File: config.mk
export PLATFORM = sky130hd
export DESIGN_NAME = prml_agc_slicer
export DESIGN_NICKNAME = d
export VERILOG_FILES = /design/src/rtl/prml_agc_slicer.sv
export SDC_FILE = /design/constraint.sdc
export NUM_CORES = 1
export LEC_CHECK = 0
export ABC_AREA = 0
export CAP_MARGIN = 20
export CELL_PAD_IN_SITES_DETAIL_PLACEMENT = 1
export CELL_PAD_IN_SITES_GLOBAL_PLACEMENT = 2
export CORE_MARGIN = 4
export CORE_UTILIZATION = 35
export DETAILED_ROUTE_END_ITERATION = 16
export PLACE_DENSITY_LB_ADDON = 0.3
export RECOVER_POWER = 25
export SYNTH_ARGS = -nofsm -noshare
export SYNTH_HDL_FRONTEND = slang
export SYNTH_SLANG_ARGS = --single-unit
File: constraint.sdc
create_clock -name clk -period 7.83 [get_ports clk]
set_input_delay 2.349 -clock clk [delete_from_list [all_inputs] [get_ports clk]]
set_output_delay 2.349 -clock clk [all_outputs]
set_load 0.02 [all_outputs]
File: src/rtl/prml_agc_slicer.sv
// prml_agc_slicer
//   Digital AGC, 10-bit sample reduction and ternary slicer between the
//   adaptive equalizer and the PRML decoder. Each accepted sample is scaled by
//   an unsigned Q2.6 gain, shifted down by 8, saturated to SAMPLE_WIDTH and
//   sliced against thresholds derived from three tracked PR4 target levels.
//   The gain is adjusted once per WINDOW output samples from the window peak.
//
// Ports
//   clk, reset_n      clock, asynchronous active-low reset
//   enable, freeze    block enable; hold gain/levels/window counters
//   data_in/valid     signed equalized sample and its strobe
//   sample_out/valid  signed scaled sample, valid 2 cycles after data_valid
//   decision_out      00 = 0, 01 = +2, 11 = -2
//   level_*           tracked -2 / 0 / +2 levels
//   gain, locked      current AGC gain (Q2.6) and lock flag
//   state             00 IDLE, 01 ACQUIRE, 10 TRACK
module prml_agc_slicer #(
  parameter int DATA_WIDTH   = 12,
  parameter int SAMPLE_WIDTH = 10,
  parameter int TARGET       = 256,
  parameter int DEADBAND     = 16,
  parameter int GAIN_INIT    = 64,
  parameter int WINDOW       = 32,
  parameter int LOCK_WINDOWS = 4,
  parameter int LEVEL_SHIFT  = 4
) (
  input  logic                           clk,
  input  logic                           reset_n,
  input  logic                           enable,
  input  logic                           freeze,
  input  logic signed [DATA_WIDTH-1:0]   data_in,
  input  logic                           data_valid,
  output logic signed [SAMPLE_WIDTH-1:0] sample_out,
  output logic                           sample_valid,
  output logic [1:0]                     decision_out,
  output logic signed [SAMPLE_WIDTH-1:0] level_neg2,
  output logic signed [SAMPLE_WIDTH-1:0] level_zero,
  output logic signed [SAMPLE_WIDTH-1:0] level_pos2,
  output logic [7:0]                     gain,
  output logic                           locked,
  output logic [1:0]                     state
);

  localparam int PROD_W = DATA_WIDTH + 9;
  localparam int LVL_W  = SAMPLE_WIDTH + 1;
  localparam int CNT_W  = $clog2(WINDOW);
  localparam int LCK_W  = $clog2(LOCK_WINDOWS + 1);

  localparam logic signed [PROD_W-1:0] SAT_MAX = PROD_W'((2 ** (SAMPLE_WIDTH - 1)) - 1);
  localparam logic signed [PROD_W-1:0] SAT_MIN = PROD_W'(-(2 ** (SAMPLE_WIDTH - 1)));
  localparam logic [LVL_W-1:0] PK_HI  = LVL_W'(TARGET + DEADBAND);
  localparam logic [LVL_W-1:0] PK_LO  = LVL_W'(TARGET - DEADBAND);
  localparam logic [LVL_W-1:0] FAR_HI = LVL_W'(TARGET + 2 * DEADBAND);
  localparam logic [LVL_W-1:0] FAR_LO = LVL_W'(TARGET - 2 * DEADBAND);
  localparam logic [CNT_W-1:0] CNT_LAST  = CNT_W'(WINDOW - 1);
  localparam logic [LCK_W-1:0] LOCK_LAST = LCK_W'(LOCK_WINDOWS - 1);

  typedef enum logic [1:0] {S_IDLE = 2'b00, S_ACQ = 2'b01, S_TRACK = 2'b10} state_t;

  function automatic logic signed [SAMPLE_WIDTH-1:0] sat_sample(input logic signed [PROD_W-1:0] v);
    if (v > SAT_MAX)      return SAT_MAX[SAMPLE_WIDTH-1:0];
    else if (v < SAT_MIN) return SAT_MIN[SAMPLE_WIDTH-1:0];
    else                  return v[SAMPLE_WIDTH-1:0];
  endfunction

  function automatic logic [7:0] clamp_gain(input logic signed [9:0] g);
    if (g < 10'sd16)       return 8'd16;
    else if (g > 10'sd255) return 8'd255;
    else                   return g[7:0];
  endfunction

  logic signed [PROD_W-1:0]       prod_p1_q, prod_p1_d;
  logic                           vld_p1_q, vld_p1_d;
  logic signed [SAMPLE_WIDTH-1:0] sample_p2_q, sample_p2_d;
  logic [1:0]                     dec_p2_q, dec_p2_d;
  logic                           vld_p2_q, vld_p2_d;
  logic signed [SAMPLE_WIDTH-1:0] lvl_neg_q, lvl_neg_d, lvl_zero_q, lvl_zero_d, lvl_pos_q, lvl_pos_d;
  logic [7:0]                     gain_q, gain_d;
  state_t                         state_q, state_d;
  logic                           locked_q, locked_d;
  logic [CNT_W-1:0]               win_cnt_q, win_cnt_d;
  logic [LVL_W-1:0]               peak_q, peak_d, win_peak_q, win_peak_d;
  logic [LCK_W-1:0]               lock_cnt_q, lock_cnt_d;
  logic                           eval_q, eval_d;

  logic signed [PROD_W-1:0]       din_ext, gain_ext;
  logic signed [SAMPLE_WIDTH-1:0] s_sat, lvl_sel;
  logic signed [LVL_W-1:0]        s_ext, sum_hi, sum_lo, thr_hi, thr_lo, diff, lvl_sum;
  logic signed [SAMPLE_WIDTH-1:0] lvl_new;
  logic [1:0]                     dec_s;
  logic [LVL_W-1:0]               abs_s, peak_new;
  logic                           accept, take, upd, win_hi, win_lo, win_far;
  logic signed [9:0]              g_ext, g_step;

  always_comb begin
    // Stage 1: multiply accepted sample by the current gain
    accept    = data_valid && enable && (state_q != S_IDLE);
    din_ext   = PROD_W'(data_in);
    gain_ext  = PROD_W'({1'b0, gain_q});
    vld_p1_d  = accept;
    prod_p1_d = accept ? (din_ext * gain_ext) : prod_p1_q;

    // Stage 2: scale, saturate, slice and track levels
    take   = vld_p1_q && enable;
    upd    = take && !freeze;
    s_sat  = sat_sample(prod_p1_q >>> 8);
    s_ext  = LVL_W'(s_sat);
    sum_hi = LVL_W'(lvl_zero_q) + LVL_W'(lvl_pos_q);
    sum_lo = LVL_W'(lvl_neg_q) + LVL_W'(lvl_zero_q);
    thr_hi = sum_hi >>> 1;
    thr_lo = sum_lo >>> 1;
    if (s_ext >= thr_hi)    dec_s = 2'b01;
    else if (s_ext < thr_lo) dec_s = 2'b11;
    else                    dec_s = 2'b00;
    case (dec_s)
      2'b01:   lvl_sel = lvl_pos_q;
      2'b11:   lvl_sel = lvl_neg_q;
      default: lvl_sel = lvl_zero_q;
    endcase
    diff     = s_ext - LVL_W'(lvl_sel);
    lvl_sum  = LVL_W'(lvl_sel) + (diff >>> LEVEL_SHIFT);
    lvl_new  = sat_sample(PROD_W'(lvl_sum));
    abs_s    = s_ext[LVL_W-1] ? LVL_W'(-s_ext) : LVL_W'(s_ext);
    peak_new = (abs_s > peak_q) ? abs_s : peak_q;

    vld_p2_d    = take;
    sample_p2_d = take ? s_sat : sample_p2_q;
    dec_p2_d    = take ? dec_s : dec_p2_q;
    lvl_neg_d   = lvl_neg_q;
    lvl_zero_d  = lvl_zero_q;
    lvl_pos_d   = lvl_pos_q;
    peak_d      = peak_q;
    win_cnt_d   = win_cnt_q;
    win_peak_d  = win_peak_q;
    eval_d      = 1'b0;
    if (upd) begin
      case (dec_s)
        2'b01:   lvl_pos_d  = lvl_new;
        2'b11:   lvl_neg_d  = lvl_new;
        default: lvl_zero_d = lvl_new;
      endcase
      // The WINDOW-th sample closes the window: its peak is handed to the
      // evaluator and the accumulators restart for the next window.
      if (win_cnt_q == CNT_LAST) begin
        eval_d     = 1'b1;
        win_peak_d = peak_new;
        peak_d     = '0;
        win_cnt_d  = '0;
      end else begin
        peak_d    = peak_new;
        win_cnt_d = win_cnt_q + CNT_W'(1);
      end
    end

    // Stage 3: window evaluation, gain and state update
    win_hi  = win_peak_q > PK_HI;
    win_lo  = win_peak_q < PK_LO;
    win_far = (win_peak_q > FAR_HI) || (win_peak_q < FAR_LO);
    g_ext   = $signed({2'b00, gain_q});
    g_step  = (state_q == S_TRACK) ? 10'sd1 : 10'sd4;
    gain_d     = gain_q;
    state_d    = state_q;
    locked_d   = locked_q;
    lock_cnt_d = lock_cnt_q;
    if (!enable) begin
      state_d    = S_IDLE;
      locked_d   = 1'b0;
      lock_cnt_d = '0;
      win_cnt_d  = '0;
      peak_d     = '0;
      eval_d     = 1'b0;
    end else begin
      case (state_q)
        S_IDLE: state_d = S_ACQ;
        S_ACQ, S_TRACK: begin
          if (eval_q && !freeze) begin
            if (win_hi)      gain_d = clamp_gain(g_ext - g_step);
            else if (win_lo) gain_d = clamp_gain(g_ext + g_step);
            if (state_q == S_ACQ) begin
              if (win_hi || win_lo) begin
                lock_cnt_d = '0;
              end else if (lock_cnt_q == LOCK_LAST) begin
                state_d    = S_TRACK;
                locked_d   = 1'b1;
                lock_cnt_d = '0;
              end else begin
                lock_cnt_d = lock_cnt_q + LCK_W'(1);
              end
            end else if (win_far) begin
              state_d    = S_ACQ;
              locked_d   = 1'b0;
              lock_cnt_d = '0;
            end
          end
        end
        default: state_d = S_IDLE;
      endcase
    end
  end

  always_ff @(posedge clk or negedge reset_n) begin
    if (!reset_n) begin
      prod_p1_q   <= '0;
      vld_p1_q    <= 1'b0;
      sample_p2_q <= '0;
      dec_p2_q    <= 2'b00;
      vld_p2_q    <= 1'b0;
      lvl_neg_q   <= SAMPLE_WIDTH'(-TARGET);
      lvl_zero_q  <= '0;
      lvl_pos_q   <= SAMPLE_WIDTH'(TARGET);
      gain_q      <= 8'(GAIN_INIT);
      state_q     <= S_IDLE;
      locked_q    <= 1'b0;
      win_cnt_q   <= '0;
      peak_q      <= '0;
      win_peak_q  <= '0;
      lock_cnt_q  <= '0;
      eval_q      <= 1'b0;
    end else begin
      prod_p1_q   <= prod_p1_d;
      vld_p1_q    <= vld_p1_d;
      sample_p2_q <= sample_p2_d;
      dec_p2_q    <= dec_p2_d;
      vld_p2_q    <= vld_p2_d;
      lvl_neg_q   <= lvl_neg_d;
      lvl_zero_q  <= lvl_zero_d;
      lvl_pos_q   <= lvl_pos_d;
      gain_q      <= gain_d;
      state_q     <= state_d;
      locked_q    <= locked_d;
      win_cnt_q   <= win_cnt_d;
      peak_q      <= peak_d;
      win_peak_q  <= win_peak_d;
      lock_cnt_q  <= lock_cnt_d;
      eval_q      <= eval_d;
    end
  end

  assign sample_out   = sample_p2_q;
  assign sample_valid = vld_p2_q;
  assign decision_out = dec_p2_q;
  assign level_neg2   = lvl_neg_q;
  assign level_zero   = lvl_zero_q;
  assign level_pos2   = lvl_pos_q;
  assign gain         = gain_q;
  assign locked       = locked_q;
  assign state        = state_q;

endmodule

* Word level (Yosys, flattened, before mapping)
Index checks and enable logic that the tools add are counted.
** Word-level totals
- Output and inout bits :: 54
- Input port bits :: 17
- Register bits :: 107
** Operators by class
- Multipliers :: 1
- Add/sub/neg operators :: 9
- Muxes and demuxes :: 46
- Bitwise operators :: 1
- Eq/ne operators :: 16
- Order comparisons :: 15
- Reductions and logical operators :: 21
** Operator list (count)
- $mux W11 :: 5
- $mux W8 :: 6
- $mux W10 :: 4
- $mux W3 :: 8
- $add A10 B10 Y11 :: 2
- $gt A11 B9 Y1 const B :: 2
- $lt A11 B8 Y1 const B :: 2
- $mul A12 B9 Y21 :: 1
- $pmux W10 S2 :: 1
- $mux W2 :: 8
- $mux W5 :: 3
- $gt A13 B10 Y1 const B :: 1
- $lt A13 B10 Y1 const B :: 1
- $ne A4 B4 Y1 const B :: 3
- $add A10 B7 Y11 :: 1
- $gt A11 B10 Y1 const B :: 1
- $gt A11 B11 Y1 :: 1
- $lt A11 B10 Y1 const B :: 1
- $neg A10 Y11 :: 1
- $sub A10 B10 Y11 :: 1
- $ge A10 B10 Y1 :: 1
- $lt A10 B10 Y1 :: 1
- $mux W1 :: 10
- $add A8 B3 Y9 :: 1
- 27 further kinds :: 43

* Longest topological paths before layout
Gate-level depths: netlist (run 1).
- Word-level depth :: 13
- Depth in mapped cells :: 42

* Worst setup path before layout (run 1)
OpenSTA, ideal clock, no wires.
- Kind :: reg-to-reg
- Start :: register lvl_pos_q[0], in the netlist level_pos2[0]
- End :: register lvl_neg_q[4], in the netlist level_neg2[4]
- Data arrival time :: 8347 ps
- Setup slack :: -583 ps
- Data required time :: 7765 ps
- Stages on the path, launching flop included :: 40
- Clock period less this slack :: 8413 ps
- Path buffers :: 2
- Cells stage by stage :: dfrtp_1 -> and2_1 -> fa_1 -> a21o_1 -> a221oi_1 -> o21bai_1 -> a21o_1 -> nand2_1 -> a31oi_1 -> ha_1 -> nand4_1 -> or3_1 -> mux2_2 -> or4_1 -> and4_4 -> nor3_4 -> clkbuf_1 -> nor2_1 -> (+4 left out) -> nand2_1 -> o221ai_2 -> nor3_1 -> nor2_1 -> xnor2_1 -> ha_1 -> a21o_1 -> a21oi_1 -> o21ai_0 -> a21oi_1 -> o21ai_0 -> a21oi_1 -> nor2_1 -> or4b_2 -> and4_1 -> buf_1 -> o31ai_1 -> mux2_2
** Between the ends
- Word-level cells in the longest chain between the ends :: 10
- Elaborated cells between the ends (all ways) :: 13
- Those cells by class :: add/sub: 3; order compare: 3; eq/ne: 2; mux: 4; reduce/logical: 1
** Ends and longest elaborated chain
- start: declaration :: line 77 : logic signed [SAMPLE_WIDTH-1:0] lvl_neg_q, lvl_neg_d, lvl_zero_q, lvl_zero_d, lvl_pos_q, lvl_pos_d;
- start signal: assignment :: line 210 : lvl_pos_q <= SAMPLE_WIDTH'(TARGET);
- start signal: assignment :: line 227 : lvl_pos_q <= lvl_pos_d;
- $add A10 B10 Y11 :: line 108 : sum_hi = LVL_W'(lvl_zero_q) + LVL_W'(lvl_pos_q);
- $ge A10 B10 Y1 :: line 112 : if (s_ext >= thr_hi) dec_s = 2'b01;
- $mux W2 :: line 112
- $eq A2 B2 Y1 or $eq A2 B1 Y1 (tied branches) :: line 115, 137
- $pmux W10 S2 :: line 115 : case (dec_s)
- $sub A10 B10 Y11 :: line 120 : diff = s_ext - LVL_W'(lvl_sel);
- $add A10 B7 Y11 :: line 121 : lvl_sum = LVL_W'(lvl_sel) + (diff >>> LEVEL_SHIFT);
- $lt A11 B10 Y1 :: line 62 : else if (v < SAT_MIN) return SAT_MIN[SAMPLE_WIDTH-1:0];
- $mux W10 :: line 62
- $mux W10 :: line 61 : if (v > SAT_MAX) return SAT_MAX[SAMPLE_WIDTH-1:0];
- end signal: assignment :: line 208 : lvl_neg_q <= SAMPLE_WIDTH'(-TARGET);
- end signal: assignment :: line 225 : lvl_neg_q <= lvl_neg_d;
- end: declaration :: line 77
Several ways; a longest one is shown, not always the timed one.
A chain may end at the register's enable or synchronous reset.

* Worst setup path after layout (run 1)
- Start :: register lvl_pos_q[0], in the netlist level_pos2[0]
- End :: register lvl_pos_q[4], in the netlist level_pos2[4]
** Between the ends
- Word-level cells in the longest chain between the ends :: 10
- Elaborated cells between the ends (all ways) :: 13
- Those cells by class :: add/sub: 3; order compare: 3; eq/ne: 2; mux: 4; reduce/logical: 1
** Ends and longest elaborated chain (line)
- $add A10 B10 Y11 :: 108
- $ge A10 B10 Y1 :: 112
- $mux W2 :: 112
- $eq A2 B2 Y1 or $eq A2 B1 Y1 (tied branches) :: 115, 137
- $pmux W10 S2 :: 115
- $sub A10 B10 Y11 :: 120
- $add A10 B7 Y11 :: 121
- $lt A11 B10 Y1 :: 62
- $mux W10 :: 62
- $mux W10 :: 61
Several ways; a longest one is shown, not always the timed one.

==> results of run 1 <==
==> worst max-delay path by stage <==
stage | startpoint | end | slack [ns] | cells after the start
after floorplan | level_pos2[0]$_DFFE_PN0P_ | level_zero[4]$_DFFE_PN0P_ | 0.007 | 39
after global placement | level_zero[1]$_DFFE_PN0P_ | level_zero[4]$_DFFE_PN0P_ | 0.001 | 36
after detailed placement | level_zero[2]$_DFFE_PN0P_ | level_pos2[6]$_DFFE_PN0P_ | -0.35 | 39
after CTS | level_pos2[0]$_DFFE_PN0P_ | level_zero[3]$_DFFE_PN0P_ | -0.09 | 38
after global routing | level_pos2[0]$_DFFE_PN0P_ | level_pos2[4]$_DFFE_PN0P_ | -0.64 | 38
final | level_pos2[0]$_DFFE_PN0P_ | level_pos2[4]$_DFFE_PN0P_ | -0.31 | 38
==> critical path: cells and delay by family (launching register included) <==
kind | cells | cell delay [ns]
AO/OA/AOI/OAI | 17 | 3.03
AND/OR/NAND/NOR | 10 | 2.15
adder cells (fa/ha/maj) | 4 | 1.18
multiplexers | 2 | 0.58
buffers and inverters | 4 | 0.54
flip-flops | 1 | 0.41
XOR/XNOR | 1 | 0.14
==> cells in the final DEF (no fill, tap or decap), types with 14 or more instances in the layout <==
master           synthesis  routed
ha_1                   112      99
xor2_1                  17      15
a21oi_2                  0      14
nand2_1                140     139
fa_1                    80      78
mux2_4                   0      14
mux2_2                  40      26
and2_1                  63      61
a21o_1                  16      16
nand4_1                 20      20
buf_4                    0     121
nor2_1                  68      66
o21a_1                  18      18
o21ai_0                 62      55
clkdlybuf4s50_1          0      69
inv_1                  168     161
nand3_1                 18      17
nor3_1                  17      15
xnor2_1                 34      33
a21oi_1                 58      37
o211ai_1                15      15
dfrtp_1                 95      90
==> metrics by stage <==
step	hold slack, ns	instances
final	0.497	1835
after CTS	0.499	1808
after detailed placement	0.480	1764
after global placement	0.465	1764
after global routing	0.527	1835
after floorplan	0.458	1258
==> final cells by class <==
cell class,instances,area share
clock buffers,10,0.0162
clock inverters,6,0.00408
inverters,170,0.0452
multi-input cells,950,0.594
flip-flops and latches,99,0.176
well taps,396,0.0351
repair buffers,204,0.128
==> flip-flops by register name (all words and copies together), names as in the netlist, 2 cells and up <==
register	cells
prod_p1_q	13
peak_q	11
win_peak_q	11
level_neg2	10
level_pos2	10
level_zero	10
sample_out	10
gain	8
win_cnt_q	5
lock_cnt_q	3
decision_out	2
state	2
==> routing by layer <==
| metal | wire [µm] | up-vias |
|---|---|---|
| li1 | - | 4623 |
| met1 | 16800 | 4871 |
| met2 | 16900 | 144 |
| met3 | 1010 | 42 |
| met4 | 715 | 0 |
| met5 | 0 | - |
==> kinds of logic after synthesis <==
kind of cell	count (synthesis)	share of synthesized area
adders and majority gates	192	0.274
and+or+nand+nor	393	0.179
DFF	99	0.226
other	1	0.000342
AOI/OAI and AO/OA	260	0.154
buffers and inverters	210	0.0725
muxes	51	0.0511
xor gates and xnor gates	52	0.0428
==> repair_timing <==
item | 4_1_cts | 5_1_grt
setup buffers | 25 | 24
gates resized for setup | 47 | 68
pin swaps | 28 | 41
gates cloned | 3 | 1
setup endpoints to repair | 30 | 30
==> metrics.md, run 1 <==
| Metric | Value |
|---|---|
| Origin of the critical flop-to-flop path | `level_pos2[0]$_DFFE_PN0P_` |
| Violated checks | `max-capacitance violations, max-slew violations, negative setup slack` |
| Synth top area share | `0.217` |
| Met1 Use GR | `0.284` |
| Initial core utilization | `0.357` |
| Slew @ Worst Pin | `2.53 ns` |
| Clock slew at reported path FFs | `0.08 ns` |
| Final Worst Setup Slack | `-0.310 ns` |
| Final core area utilization | `0.459` |
| # DRC | `0` |
| Setup_tns | `-6.90 ns` |
| Most used DFF post-synth | `dfrtp_1` |
| Worst Hold Depth | `2` |
| Post-Place Setup Slack | `-0.350 ns` |
| Clk_lat worst skew | `0.38 ns` |
| Fmax | `0.123 GHz` |
| Yosys top cell by area | `dfrtp_1` |
| Port Buffers | `70` |
| Placer congestion estimate | `0.845` |
| Slew headroom | `-0.684` |
| Endpoints failing setup | `27` |
| First-pass GRT wire length | `55000 µm` |
| CTS Hold Bufs | `0` |
| CTS Buf Count | `9` |
| Avg Inst Size Synth | `8.71 µm²` |
| Global Route Usage Sum | `0.199` |
| Largest net degree at the start of global routing | `58` |
| CP max FO | `4` |
| Largest stage delay, worst path | `0.51 ns` |
| CP Class | `flip-flop to flip-flop` |
| R2R Setup Slk | `-0.31 ns` |
| CTS tree | `built` |
| Root Driver | `clkbuf_16` |
| Nets | `1643` |
| Syn Inst Count | `1258` |
| Worst setup EP type | `flip-flop` |
| Worst Hold Launch | `sample_out[0]$_DFFE_PN0P_` |
| Busiest grt layer | `met2` |
| Share of cells above drive strength 1 | `0.210` |
| RSZ-0062 raised after global routing | `true` |
| Final ANT Viol Nets | `0` |
| Clock skew | `0.0177 ns` |
| Placed cell areas | `0.0128 mm²` |
| Mapped Area | `0.0110 mm²` |
| Ys async rst share | `1.00` |
| Worst Hold Endpoint | `sample_out[0]$_DFFE_PN0P_` |
| M2 GR Usage | `0.329` |
| Most used cell along the critical path | `a21o_1` |
| Seq/Total Area, Yosys | `0.226` |
| Synth top cells by count | `inv_1, nand2_1, ha_1, dfrtp_1, fa_1` |
| Routed wire length per instance | `19.3 µm` |
| DP HPWL | `25800 µm` |
| Drt first pass iters | `4` |
| Area occupied by multi-input gates | `0.00838 mm²` |
| TritonCTS Sinks | `99` |
| Critical R2R Capture | `level_pos2[4]$_DFFE_PN0P_` |
| Core area | `0.0307 mm²` |
| Tcrit/Tclk final | `1.04` |
| Top-count cell post-synth | `inv_1` |
| Syn Nets | `1467` |
| Fillcell total | `3547` |
| Die Ht | `185 µm` |
| Die ar. | `0.0342 mm²` |
| First DRT Iteration DRCs | `474` |
| Initial antenna violation count | `0` |
| CP required | `8.08 ns` |
| Area contributors post-synth | `dfrtp_1, fa_1, ha_1` |
| # IOs | `71` |
| Design Area, Final | `0.0141 mm²` |
| YS warnings | `0` |
| CTS H-tree lvls | `3` |
| Yosys cell types | `72` |
| Status | `complete, but fails checks` |
| Die width | `185 µm` |
| Hold Violations, Final | `0` |
| Met3 Resource Use GR | `0.0204` |
| Max cap viols | `2` |
| Final Slew Violations | `102` |
| R2R depth | `38` |
| ANT cells | `0` |
| CP arrival | `8.39 ns` |
| Final min period | `8.14 ns` |
| EDFF count, synth | `0` |
| Max Root-Sink Buffers | `2` |
| Area Growth Syn to Fin | `28.6%` |
| Via count of the routed design | `9680` |
| Register area | `0.00249 mm²` |
| #FFs+latches synth | `99` |
| Std cell rows | `64` |
| DRT Wirelength | `35500 µm` |
| Hold Path Class | `flip-flop to flip-flop` |
| CP startpoint kind | `flip-flop` |
| Vias in the first global route | `10289` |
| Via density | `5.28` |
| Slowest CP cell | `or4_4` |
| Grt total ovfl | `0` |
Power of run 1 is not shown: default switching activity piles up to over one toggle a cycle in this logic, so the estimate is an artifact.
==> run 2, diff against run 1 <==
--- a/config.mk
+++ b/config.mk
@@ -9,6 +9,7 @@
 export CAP_MARGIN = 20
 export CELL_PAD_IN_SITES_DETAIL_PLACEMENT = 1
 export CELL_PAD_IN_SITES_GLOBAL_PLACEMENT = 2
+export CORE_ASPECT_RATIO = 2
 export CORE_MARGIN = 4
 export CORE_UTILIZATION = 35
 export DETAILED_ROUTE_END_ITERATION = 16
==> run 2 against run 1 <==
  * The run still ends with max-capacitance violations, max-slew violations, negative setup slack left
  * Critical path type unchanged
  * Worst hold slack lost 0.0067 ns
  * Sequential cell count did not move
  * Sequential share of layout area is 0.15 points lower
  * Clock-buffer cell count unchanged
  * Die area is 0.50% higher
  * Worst setup slack improved by 0.13 ns
==> metrics.md, run 2 (same netlist as run 1, synthesis figures left out) <==
| Metric | Value |
|---|---|
| Area Growth Syn to Fin | `29.8%` |
| Violated checks | `max-capacitance violations, max-slew violations, negative setup slack` |
| CP startpoint kind | `flip-flop` |
| Initial core utilization | `0.355 (-0.00123)` |
| Tcrit/Tclk final | `1.02 (-0.0169)` |
| Slew @ Worst Pin | `2.92 ns (+0.395 ns)` |
| Placer congestion estimate | `0.836 (-1.1%)` |
| TritonCTS Sinks | `99 (unchanged)` |
| Clk_lat worst skew | `0.38 ns (about the same)` |
| Origin of the critical flop-to-flop path | `level_zero[1]$_DFFE_PN0P_` |
| Worst path bufs/invs | `9 (+5)` |
| Via count of the routed design | `9865 (+1.9%)` |
| Drt first pass iters | `4 (unchanged)` |
| Vias in the first global route | `10989 (+6.8%)` |
| Final min period | `8.01 ns (-0.132 ns)` |
| DRT Wirelength | `36800 µm (+3.8%)` |
| Global Route Usage Sum | `0.214 (+0.0158)` |
| Final hold slack | `0.491 ns (-0.00674 ns)` |
| CTS Buf Count | `9 (unchanged)` |
| Largest registers | `prod_p1_q (13), peak_q (11), win_peak_q (11)` |
| Grt total ovfl | `0 (unchanged)` |
| # IOs | `71 (unchanged)` |
| RSZ-0062 raised after global routing | `true` |
| Final ANT Viol Nets | `0 (unchanged)` |
| Die width | `133 µm (-28%)` |
| Post-Place Setup Slack | `-0.592 ns (-0.242 ns)` |
| Clock slew at reported path FFs | `0.08 ns (about the same)` |
| Fmax | `0.125 GHz (+1.6%)` |
| CP top delay family | `compound AO/OA/AOI/OAI gates` |
| Share of cells above drive strength 1 | `0.220 (+0.0104)` |
| Endpoints failing setup | `27 (unchanged)` |
| Reg with most FFs | `prod_p1_q` |
| Initial antenna violation count | `0 (unchanged)` |
| Max Root-Sink Buffers | `2 (unchanged)` |
| Port Buffers | `70 (unchanged)` |
| Routed wire length per instance | `19.6 µm (+1.3%)` |
| Final Slew Violations | `102 (unchanged)` |
| CP max FO | `8 (+4)` |
| Worst setup EP type | `flip-flop` |
| Max reg flops | `13 (unchanged)` |
| Most common cell after layout, fill and taps aside | `inv_1` |
| Setup_tns | `-2.86 ns (+4.04 ns)` |
| Die Ht | `258 µm (+40%)` |
| Std cell rows | `91 (+42%)` |
| Clock skew | `0.0119 ns (-0.00580 ns)` |
| Hold Path Class | `flip-flop to flip-flop` |
| CTS H-tree lvls | `3 (unchanged)` |
| Crit path from | `level_zero[1]$_DFFE_PN0P_` |
| Hold Violations, Final | `0 (unchanged)` |
| First-pass GRT wire length | `58300 µm (+6.1%)` |
| Slew headroom | `-0.947 (-0.264)` |
| CP arrival | `8.31 ns (-0.08 ns)` |
| Final Worst Setup Slack | `-0.178 ns (+0.132 ns)` |
| Worst Hold Launch | `lock_cnt_q[2]$_DFFE_PN0P_` |
| Commonest non-fill, non-tap cells in the layout | `inv_1, buf_4, nand2_1` |
| DP HPWL | `29800 µm (+16%)` |
| ANT cells | `0 (unchanged)` |
| Via density | `5.25 (-0.53%)` |
| Most used cell along the critical path | `buf_4` |
| Largest stage delay, worst path | `0.50 ns (about the same)` |
| Slowest CP cell | `or4b_4` |
| # DRC | `0 (unchanged)` |
| Nets | `1666 (+1.4%)` |
| Fin cells | `1880 (+2.5%)` |
| Largest net degree at the start of global routing | `52 (-10%)` |
| R2R Setup Slk | `-0.18 ns (+0.13 ns)` |
| Die ar. | `0.0344 mm² (+0.50%)` |
| CTS tree | `built` |
| Max cap viols | `2 (unchanged)` |
| Placed insts | `1832 (+3.9%)` |
| CTS Hold Bufs | `0 (unchanged)` |
| Root Driver | `clkbuf_16` |
| Core area | `0.0309 mm² (+0.35%)` |
| CP Class | `flip-flop to flip-flop` |
| Status | `complete, but fails checks` |
| First DRT Iteration DRCs | `297 (-37%)` |
| CP required | `8.13 ns (+0.05 ns)` |
[run 2: cell types whose count changed in the layout (fill, tap and decap cells not counted), moves of 3 or more]
cell	previous run	this run
buf_4	121	147
ha_4	11	8
inv_1	161	164
inv_2	7	4
nor2_2	0	3
[run 2: layout make-up]
cell class	instances	area, µm²
clock buffer	10	229
sequential	99	2490
timing repair buffer	227	1940
inverter	170	638
clock inverter	6	63.8
tap	418	523
fill	3552	16600
multi-input combinational	950	8350
[run 2: path summary, 6_finish.rpt]
kind	to	cells after the start
min	lock_cnt_q[2]$_DFFE_PN0P_	1
max	level_zero[4]$_DFFE_PN0P_	42
max reg2reg	level_zero[4]$_DFFE_PN0P_	42
max in group asynchronous	sample_out[3]$_DFFE_PN0P_	2
min reg2reg	lock_cnt_q[2]$_DFFE_PN0P_	1
min in group asynchronous	state[1]$_DFFE_PN0P_	1
[run 2: through the flow]
step	cell area (µm²)	utilization
after floorplan	11100	-
after global placement	13100	0.425
after CTS	13900	0.452
after global routing	14200	0.461
after detailed placement	13100	0.426
final	14200	0.461
[run 2: layer usage]
metal / GRT usage / routed length (µm)
met1: 0.200 / 12400
met3: 0.0200 / 594
met5: 0 / 0
met2: 0.452 / 22200
met4: 0.0953 / 1590
[run 2: what timing repair did]
item | CTS | global route
setup endpoints to repair | 30 | 30
gates cloned | 1 | 1
buffers inserted | 18 | 12
pin swaps | 32 | 26
gates resized for setup | 75 | 39
Power of run 2 is left out for the same reason.
==> run 3, diff against run 2 <==
--- a/config.mk
+++ b/config.mk
@@ -15,6 +15,7 @@
 export DETAILED_ROUTE_END_ITERATION = 16
 export PLACE_DENSITY_LB_ADDON = 0.3
 export RECOVER_POWER = 25
+export SKIP_LAST_GASP = 1
 export SYNTH_ARGS = -nofsm -noshare
 export SYNTH_HDL_FRONTEND = slang
 export SYNTH_SLANG_ARGS = --single-unit
==> run 3 against run 2 <==
  * The flow still finishes with violations (max-capacitance violations, max-slew violations, negative setup slack)
  * Critical path type unchanged
  * Fmax about the same
  * Via count is essentially flat
  * Critical path depth unchanged
  * Worst setup slack better by 0.00050 ns
  * Utilization about the same
==> metrics.md, run 3 (same netlist as run 1, synthesis figures left out) <==
| Metric | Value |
|---|---|
| Status | `complete, but fails checks` |
| Violated checks | `max-capacitance violations, max-slew violations, negative setup slack` |
| Via count of the routed design | `9863 (-0.020%)` |
| CP required | `8.14 ns (about the same)` |
| Clock slew at reported path FFs | `0.08 ns (about the same)` |
| Fillcell total | `3555 (+0.084%)` |
| Nets | `1666 (unchanged)` |
| DP HPWL | `29800 µm (unchanged)` |
| Hold Violations, Final | `0 (unchanged)` |
| CP Class | `flip-flop to flip-flop` |
| # DRC | `0 (unchanged)` |
| Largest registers | `prod_p1_q (13), peak_q (11), win_peak_q (11)` |
| Clk_lat worst skew | `0.38 ns (about the same)` |
| Slew @ Worst Pin | `2.95 ns (+0.0339 ns)` |
| Clock skew | `0.0110 ns (-0.000961 ns)` |
| Commonest non-fill, non-tap cells in the layout | `inv_1, buf_4, nand2_1` |
| Largest net degree at the start of global routing | `52 (unchanged)` |
| Hold Path Class | `flip-flop to flip-flop` |
| Area occupied by multi-input gates | `0.00834 mm² (about the same)` |
| Final ANT Viol Nets | `0 (unchanged)` |
| Drt first pass iters | `4 (unchanged)` |
| Routed wire length per instance | `19.6 µm (about the same)` |
| Die ar. | `0.0344 mm² (unchanged)` |
| Max cap viols | `2 (unchanged)` |
| Initial antenna violation count | `0 (unchanged)` |
| CTS Hold Bufs | `0 (unchanged)` |
| Register area | `0.00249 mm² (unchanged)` |
| DRT Wirelength | `36800 µm (about the same)` |
| Most used cell along the critical path | `buf_4` |
| Final hold slack | `0.491 ns (-0.0000610 ns)` |
| Final min period | `8.01 ns (-0.000502 ns)` |
| TritonCTS Sinks | `99 (unchanged)` |
| Initial core utilization | `0.355 (unchanged)` |
| First-pass GRT wire length | `58300 µm (about the same)` |
| R2R depth | `42 (unchanged)` |
| Worst Hold Depth | `1 (unchanged)` |
| Port Buffers | `70 (unchanged)` |
| Die Ht | `258 µm (unchanged)` |
| Core area | `0.0309 mm² (unchanged)` |
| Design Area, Final | `0.0142 mm² (about the same)` |
| Placed cell areas | `0.0131 mm² (unchanged)` |
| Reg with most FFs | `prod_p1_q` |
| Via density | `5.25 (about the same)` |
| Vias in the first global route | `10988 (-0.0091%)` |
| Tcrit/Tclk final | `1.02 (about the same)` |
| Die width | `133 µm (unchanged)` |
| Endpoints failing setup | `27 (unchanged)` |
| Share of cells above drive strength 1 | `0.220 (unchanged)` |
| Setup_tns | `-2.97 ns (-0.110 ns)` |
| Slew headroom | `-0.970 (-0.0226)` |
| Final Worst Setup Slack | `-0.178 ns (+0.000502 ns)` |
| Final Slew Violations | `102 (unchanged)` |
| Root Driver | `clkbuf_16` |
| Std cell rows | `91 (unchanged)` |
| Most common cell after layout, fill and taps aside | `inv_1` |
| # IOs | `71 (unchanged)` |
| Area Growth Syn to Fin | `29.7% (about the same)` |
| CP arrival | `8.32 ns (about the same)` |
| CTS H-tree lvls | `3 (unchanged)` |
| Placer congestion estimate | `0.836 (unchanged)` |
| Grt total ovfl | `0 (unchanged)` |
| First DRT Iteration DRCs | `332 (+12%)` |
| Worst setup EP type | `flip-flop` |
| Final core area utilization | `0.461 (about the same)` |
| RSZ-0062 raised after global routing | `true` |
| Largest stage delay, worst path | `0.51 ns (about the same)` |
| Slowest CP cell | `or4b_4` |
| Global Route Usage Sum | `0.214 (about the same)` |
| CTS Buf Count | `9 (unchanged)` |
| ANT cells | `0 (unchanged)` |
| CP max FO | `8 (unchanged)` |
| CTS tree | `built` |
| Max reg flops | `13 (unchanged)` |
| Max Root-Sink Buffers | `2 (unchanged)` |
| Fmax | `0.125 GHz (about the same)` |
| CP startpoint kind | `flip-flop` |
==> run 3: through the flow <==
| step | worst slack [ns] | cells |
|---|---|---|
| after floorplan | 0.00737 | 1258 |
| after global placement | -0.476 | 1830 |
| after detailed placement | -0.592 | 1832 |
| after CTS | -0.109 | 1867 |
| after global routing | -0.500 | 1880 |
| final | -0.178 | 1880 |
==> run 3: worst max-delay path: cells and delay by family (launching register included) <==
family | cells | cell delay, ns
and+or+nand+nor | 6 | 1.17
adders and majority gates | 4 | 1.05
muxes | 3 | 0.49
xor gates and xnor gates | 2 | 0.31
AOI/OAI and AO/OA | 18 | 3.22
buffers and inverters | 9 | 1.27
DFF | 1 | 0.44
==> run 3: layout make-up <==
cell class / count / area share
tap: 418 / 0.0368
timing repair buffer: 227 / 0.136
multi-input combinational: 950 / 0.586
sequential: 99 / 0.175
inverter: 170 / 0.0449
clock inverter: 6 / 0.00449
clock buffer: 10 / 0.0161
==> run 3: metal layers <==
metal  global-route usage  share of wire  vias to the layer above
li1                     -              -                     4658
met1                0.199           0.34                     5007
met2                0.452           0.60                      142
met3               0.0204          0.017                       56
met4               0.0955          0.043                        0
met5                    0              0                        -
==> run 3: what timing repair did <==
item | in CTS | in global routing
pin swaps | 32 | 26
endpoints found under the setup margin | 30 | 30
setup buffers | 18 | 12
resized for setup | 73 | 39
gates cloned | 1 | 1
==> run 3: path summary, 6_finish.rpt <==
check	from	endpoint	slack, ns
worst max-delay path	level_zero[1]$_DFFE_PN0P_	level_zero[4]$_DFFE_PN0P_	-0.18
worst min-delay path	lock_cnt_q[2]$_DFFE_PN0P_	lock_cnt_q[2]$_DFFE_PN0P_	0.49
worst max register to register	level_zero[1]$_DFFE_PN0P_	level_zero[4]$_DFFE_PN0P_	-0.18
worst min register to register	lock_cnt_q[2]$_DFFE_PN0P_	lock_cnt_q[2]$_DFFE_PN0P_	0.49
max in group asynchronous	reset_n	sample_out[3]$_DFFE_PN0P_	1.03
min in group asynchronous	reset_n	state[1]$_DFFE_PN0P_	2.92
Power of run 3 is left out for the same reason.
